`src/rtl/fp_add_stream_adapter.sv`:
```
// Streaming wrapper around a fixed-latency FloPoCo adder: tracks in-flight operations,
// buffers results in a first-word-fall-through FIFO and issues input credits so the buffer never overflows.
module fp_add_stream_adapter #(
    parameter int LATENCY    = 7,
    parameter int FIFO_DEPTH = 9
) (
    input  logic        clk,
    input  logic        rst_n,
    input  logic        in_valid,
    output logic        in_ready,
    input  logic [33:0] in_x,
    input  logic [33:0] in_y,
    output logic        core_ce,
    output logic [33:0] core_x,
    output logic [33:0] core_y,
    input  logic [33:0] core_r,
    output logic        out_valid,
    input  logic        out_ready,
    output logic [33:0] out_data,
    output logic [15:0] nan_count
);

    localparam int CW = $clog2(FIFO_DEPTH + 1);
    localparam int PW = (FIFO_DEPTH > 1) ? $clog2(FIFO_DEPTH) : 1;
    localparam logic [CW-1:0] DEPTH_C  = CW'(FIFO_DEPTH);
    localparam logic [PW-1:0] LAST_PTR = PW'(FIFO_DEPTH - 1);

    logic [LATENCY-1:0] vld_q, vld_d;
    logic [CW-1:0]      credit_q, credit_d;
    logic [CW-1:0]      cnt_q, cnt_d;
    logic [PW-1:0]      wr_ptr_q, wr_ptr_d;
    logic [PW-1:0]      rd_ptr_q, rd_ptr_d;
    logic [15:0]        nan_q, nan_d;
    logic [33:0]        mem_q [FIFO_DEPTH];

    logic accept_s;
    logic wr_s;
    logic pop_s;
    logic is_nan_s;

    // Pointers wrap explicitly so non-power-of-two depths work.
    function automatic logic [PW-1:0] ptr_next(input logic [PW-1:0] p);
        return (p == LAST_PTR) ? {PW{1'b0}} : p + PW'(1);
    endfunction

    assign core_x    = in_x;
    assign core_y    = in_y;
    assign core_ce   = rst_n;
    assign in_ready  = rst_n & (credit_q != {CW{1'b0}});
    assign out_valid = (cnt_q != {CW{1'b0}});
    // Gating by count keeps stale memory contents (e.g. from before a reset) off the output.
    assign out_data  = out_valid ? mem_q[rd_ptr_q] : 34'h0;
    assign nan_count = nan_q;

    assign accept_s = in_valid & in_ready;
    assign wr_s     = vld_q[LATENCY-1];
    assign pop_s    = out_valid & out_ready;
    assign is_nan_s = (core_r[33:32] == 2'b11);

    // Next-state logic for the valid pipe, credits, occupancy, pointers and NaN counter.
    always_comb begin
        vld_d    = (vld_q << 1) | LATENCY'(accept_s);
        credit_d = credit_q;
        cnt_d    = cnt_q;
        wr_ptr_d = wr_ptr_q;
        rd_ptr_d = rd_ptr_q;
        nan_d    = nan_q;

        case ({accept_s, pop_s})
            2'b10:   credit_d = credit_q - CW'(1);
            2'b01:   credit_d = credit_q + CW'(1);
            default: credit_d = credit_q;
        endcase

        case ({wr_s, pop_s})
            2'b10:   cnt_d = cnt_q + CW'(1);
            2'b01:   cnt_d = cnt_q - CW'(1);
            default: cnt_d = cnt_q;
        endcase

        if (wr_s) begin
            wr_ptr_d = ptr_next(wr_ptr_q);
        end else begin
            wr_ptr_d = wr_ptr_q;
        end

        if (pop_s) begin
            rd_ptr_d = ptr_next(rd_ptr_q);
        end else begin
            rd_ptr_d = rd_ptr_q;
        end

        if (wr_s && is_nan_s && (nan_q != 16'hFFFF)) begin
            nan_d = nan_q + 16'd1;
        end else begin
            nan_d = nan_q;
        end
    end

    // Control state registers.
    always_ff @(posedge clk or negedge rst_n) begin
        if (!rst_n) begin
            vld_q    <= {LATENCY{1'b0}};
            credit_q <= DEPTH_C;
            cnt_q    <= {CW{1'b0}};
            wr_ptr_q <= {PW{1'b0}};
            rd_ptr_q <= {PW{1'b0}};
            nan_q    <= 16'h0000;
        end else begin
            vld_q    <= vld_d;
            credit_q <= credit_d;
            cnt_q    <= cnt_d;
            wr_ptr_q <= wr_ptr_d;
            rd_ptr_q <= rd_ptr_d;
            nan_q    <= nan_d;
        end
    end

    // Result storage; contents only become visible through a valid count.
    always_ff @(posedge clk) begin
        if (wr_s) begin
            mem_q[wr_ptr_q] <= core_r;
        end
    end

endmodule

```
`config.mk`:
```
export PLATFORM = sky130hd
export DESIGN_NAME = fp_add_stream_adapter
export DESIGN_NICKNAME = d
export VERILOG_FILES = /design/src/rtl/fp_add_stream_adapter.sv
export SDC_FILE = /design/constraint.sdc
export NUM_CORES = 1
export LEC_CHECK = 0
export CAP_MARGIN = 20
export CORE_UTILIZATION = 49
export CTS_BUF_LIST = sky130_fd_sc_hd__clkbuf_16
export CTS_CLUSTER_DIAMETER = 120
export DETAILED_ROUTE_END_ITERATION = 8
export GPL_ROUTABILITY_DRIVEN = 0
export PLACE_DENSITY = 0.74
export SETUP_SLACK_MARGIN = 0.2
export SLEW_MARGIN = 20
export SYNTH_ARGS = -nofsm -noshare
export SYNTH_HDL_FRONTEND = slang
export SYNTH_SLANG_ARGS = --single-unit
```
`constraint.sdc`:
```
create_clock -name clk -period 4.89 [get_ports clk]
set_input_delay 1.467 -clock clk [delete_from_list [all_inputs] [get_ports clk]]
set_output_delay 1.467 -clock clk [all_outputs]
set_load 0.05 [all_outputs]
```
; ---- After elaboration in Yosys (flattened, before gate mapping)
; Memory sizes are Yosys's and may differ from the RTL's.
; Cells that the tools add are included.
[word_totals]
wordCells = 39
ramBits = 306
out_inout_bits = 121
in_bits = 106
regBits = 39
n_memories = 1
[op_classes]
mux = 7
reduce_logical = 6
n_addsub = 7
eq_ne = 8
bitwise_logic = 4
[mem_list]
columns = memory, words, width, read_ports, rd_ports_with_merged_regs, wr, line
row1 = mem_q, 9, 34, 1, 0, 1, 34  ; logic [33:0] mem_q [FIFO_DEPTH];
[op_table]
columns = op, n
row1 = $mux 34, 1
row2 = $add 16x1->16 const B, 1
row3 = $add 4x1->4 const B, 4
row4 = $ne 16x16->1 const B, 1
row5 = $pmux 4 s2, 2
row6 = $eq 4x4->1 const B, 2
row7 = $mux 4, 2
row8 = $reduce_bool 4->1, 2
row9 = $sub 4x1->4 const B, 2
row10 = $or 7x1->7, 1
row11 = $eq 2x2->1 const B, 3
row12 = $eq 2x1->1 const B, 2
row13 = $reduce_bool 2->1, 2
row14 = $and 1x1->1, 3
row15 = $logic_and 1x1->1, 2
row16 = $mux 1, 2

; ---- Longest topological paths before layout
[depth]
depth_word = 5
mapped_depth = 10
ltp_nobuf = 9

; ---- Worst setup path after synthesis
; OpenSTA, ideal clock, no wires.
[synth_path]
path_kind = register -> register
startpoint = register vld_q[6]
endpoint = memory mem_q[2][0], enable pin
setup_ns = 0.522
period_less_slack_ns = 4.889
stages_incl_launch_ff = 4
t_arrival_ns = 4.367
required_time_ns = 4.368
slack_ns = 0.001
n_path_buf = 1
cell_sequence = dfrtp_1 -> clkbuf_1 -> inv_1 -> nor4b_1
[synth_via]
elab_chain_len = 2
[synth_rtl]
columns = item, line
row1 = "start, declared", 28  ; logic [LATENCY-1:0] vld_q, vld_d;
row2 = "start signal, assigned", 103  ; vld_q <= {LATENCY{1'b0}};
row3 = "start signal, assigned", 110  ; vld_q <= vld_d;
row4 = $mux 1, 121  ; if (wr_s) begin
row5 = $mux 1 (implied by the code), 122  ; mem_q[wr_ptr_q] <= core_r;
row6 = "end, declared", 34
; No other way between the ends.

; ---- Final worst setup path
[layout_path]
startpoint = register rd_ptr_q[0]
endpoint = output port out_data[30]
[layout_via]
elab_chain_len = 2
[layout_rtl]
columns = item, line
row1 = "start, declared", 32  ; logic [PW-1:0] rd_ptr_q, rd_ptr_d;
row2 = "start signal, assigned", 107  ; rd_ptr_q <= {PW{1'b0}};
row3 = "start signal, assigned", 114  ; rd_ptr_q <= rd_ptr_d;
row4 = $mem_v2 9x34, n/a
row5 = $mux 34, 52  ; assign out_data = out_valid ? mem_q[rd_ptr_q] : 34'h0;
row6 = "end, declared", 19  ; output logic [33:0] out_data,
; No other way between the ends.

==> results.sh <==
export IMPL_grt_pass1_wl_um=46630
export IMPL_netlist_area_um2=14600
export IMPL_syn_nets=1072
export IMPL_track_usage_pct=20.28
export IMPL_cts_sinks=345
export IMPL_fmax_mhz=226.5
export IMPL_cp_startpoint="rd_ptr_q[0]"
export IMPL_tns_ps=0
export IMPL_areaGrowthSynthToFinish_pct=15.76
export IMPL_arrival_ps=2950
export IMPL_vias_per_cell=5.806
export IMPL_tightest_slew_ps=1113
export IMPL_rsz0062_at_grt="false"
export IMPL_min_period_over_period_pct=90.30
export IMPL_yosys_area_top_type="edfxtp_1"
export IMPL_finalHoldViolCount=0
export IMPL_grt_pass1_vias=8157
export IMPL_dieArea_um2=30500
export IMPL_routedWlPerCell_um=22.04
export IMPL_cts_buffers=35
export IMPL_grt_ovfl_total=0
export IMPL_antenna_found_initial=1
export IMPL_hold_path_class="reg2reg"
export IMPL_nNetsFinal=1103
export IMPL_hp_start="vld_q[1]"
export IMPL_r2r_start="cnt_q[2]"
export IMPL_synth_main_ff_cell="edfxtp_1"
export IMPL_ys_types=50
export IMPL_seq_area_frac_synth_pct=69.62
export IMPL_ys_ff_latch=345
export IMPL_routed_wl_um=30720
export IMPL_post_cts_buffers=0
export IMPL_p_leak_nw=6.002
export IMPL_reg2regPathDepth=8
export IMPL_synthCells=952
export IMPL_ys_warnings_count=0
export IMPL_vias=8094
export IMPL_ctsResizeCount=0
export IMPL_ant_nets=0
export IMPL_setup_viol=0
export IMPL_power_w=0.01083
export IMPL_dp_hpwl_um=17170
export IMPL_die_width_um=174.6
export IMPL_start_util_pct=50.34
export IMPL_dr_first_iter_drc_count=652
export IMPL_yosys_area_top_type_share_pct=62.92
export IMPL_yosys_top_cells_area="edfxtp_1 (63%), mux2i_1 (9.0%), dfrtp_1 (6.3%)"
export IMPL_power_density_nw_per_um2=640.6
export IMPL_crit_type="reg2out"
export IMPL_syn_avg_cell_area_um2=15.34
export IMPL_cts_htree_levels=2
export IMPL_cp_max_fo=64
export IMPL_slew_violations=0
export IMPL_worstSetupEndpointType="primary output"
export IMPL_rows=62
export IMPL_synth_edf_count=306
export IMPL_clockBufferDepth=3
export IMPL_clkLatencyLatePin_ps=500
export IMPL_status="finished, final reports clean"
export IMPL_setup_worst_path_start_class="flop"
export IMPL_clk_pin_slew_ps=60
export IMPL_peakVddDrop_v=0.0005111
export IMPL_io_buffers=90
export IMPL_cts_root_buf="clkbuf_16"
export IMPL_cts_hold_buf=0
export IMPL_drc_errors=0
export IMPL_max_cap_violations=0
export IMPL_fp_dieH_um=174.6
export IMPL_grt_max_degree=65
export IMPL_slew_headroom_pct=25.80
export IMPL_final_setup_skew_ps=10.24
export IMPL_core_area_um2=29010
export IMPL_drive_above_1_share_pct=13.48
export IMPL_synthArstFlopShare_pct=11.30
export IMPL_boundaryPins=227
export IMPL_dr_pass1_iters=5
export IMPL_cp_required_ps=3420
export IMPL_tritoncts="done"
export IMPL_fin_crit_ps=4416
export IMPL_holdPathStages=0
synth_stat cells (12+ instances only):
cell      instances
o22ai_1          32
nor3_1           41
nor2_1           43
nor4_1           34
buf_4            81
ha_1             13
nor2b_1          36
a211oi_1         32
inv_1            12
edfxtp_1        306
nand2_1          20
clkbuf_1         31
dfrtp_1          37
mux2i_1         131
power breakdown:
group | switching, W | internal, W
clock network | 0.00104 | 0.00152
logic | 0.00261 | 0.00195
registers | 0.000289 | 0.00342
total | 0.00394 | 0.00689
final timing paths:
kind	to	slack [ps]
max	out_data[30]	470
min	vld_q[2]	350
max reg2reg	credit_q[3]	2150
min reg2reg	vld_q[2]	350
max in group asynchronous	rd_ptr_q[0]	3480
min in group asynchronous	nan_count[14]	1030
state kept, by name, indices dropped and copies added, names as in the netlist:
name,flops
nan_count,16
credit_q,4
vld_q,7
wr_ptr_q,4
mem_q,306
rd_ptr_q,4
cnt_q,4
cells in the final DEF, fill, tap and decap left out, types with 34 or more instances in the layout:
cell,n
edfxtp_1,306
mux2i_1,131
clkdlybuf4s50_1,55
nor2_1,39
nor3_1,39
clkbuf_16,37
nor2b_1,36
dfrtp_1,35
nor4_1,34
buf_12,34
cell type report:
type / count / area [um2]
clock inverters: 26 / 186.4
diodes: 1 / 2.502
repair buffers: 112 / 1401
inverters: 12 / 45.04
fillers: 2204 / 12110
multi-input cells: 477 / 3691
well taps: 384 / 480.5
flip-flops and latches: 345 / 10170
clock buffers: 37 / 925.9
critical path, stage by stage (launching register included):
cell and delay (ps):
dfrtp_4 650, buf_12 450, mux2i_1 300, a211oi_1 110, nor4_1 550, nor3_1 170, buf_12 190
metal layers:
metal,wire (um),up-vias,GRT usage (%)
met5,0,-,0
met4,1158,0,10.80
met3,1834,110,2.742
li1,-,3656,-
met2,15470,288,33.88
met1,12260,4040,25.84
kinds of logic after synthesis:
| group | share of synthesized area [%] |
|---|---|
| fa+ha+maj | 1.251 |
| xor+xnor | 1.079 |
| mux | 10.08 |
| compound gates | 4.498 |
| buf+inv | 5.577 |
| flops | 69.62 |
| simple gates | 7.891 |
through the flow:
stage | std cells | hold slack (ps) | cell area (um2) | worst slack [ps] | utilization (%)
2_1_floorplan | 952 | 331.2 | 14610 | 1123 | -
3_3_place_gp | 1330 | 334.1 | 15790 | 945.9 | 54.42
3_5_place_dp | 1330 | 337.1 | 15790 | 941.0 | 54.42
4_1_cts | 1393 | 351.4 | 16900 | 433.7 | 58.25
5_1_grt | 1394 | 361.9 | 16910 | 355.7 | 58.27
6_report | 1394 | 350.5 | 16910 | 474.2 | 58.27
No activity file was read; power rests on OpenSTA's default activity.
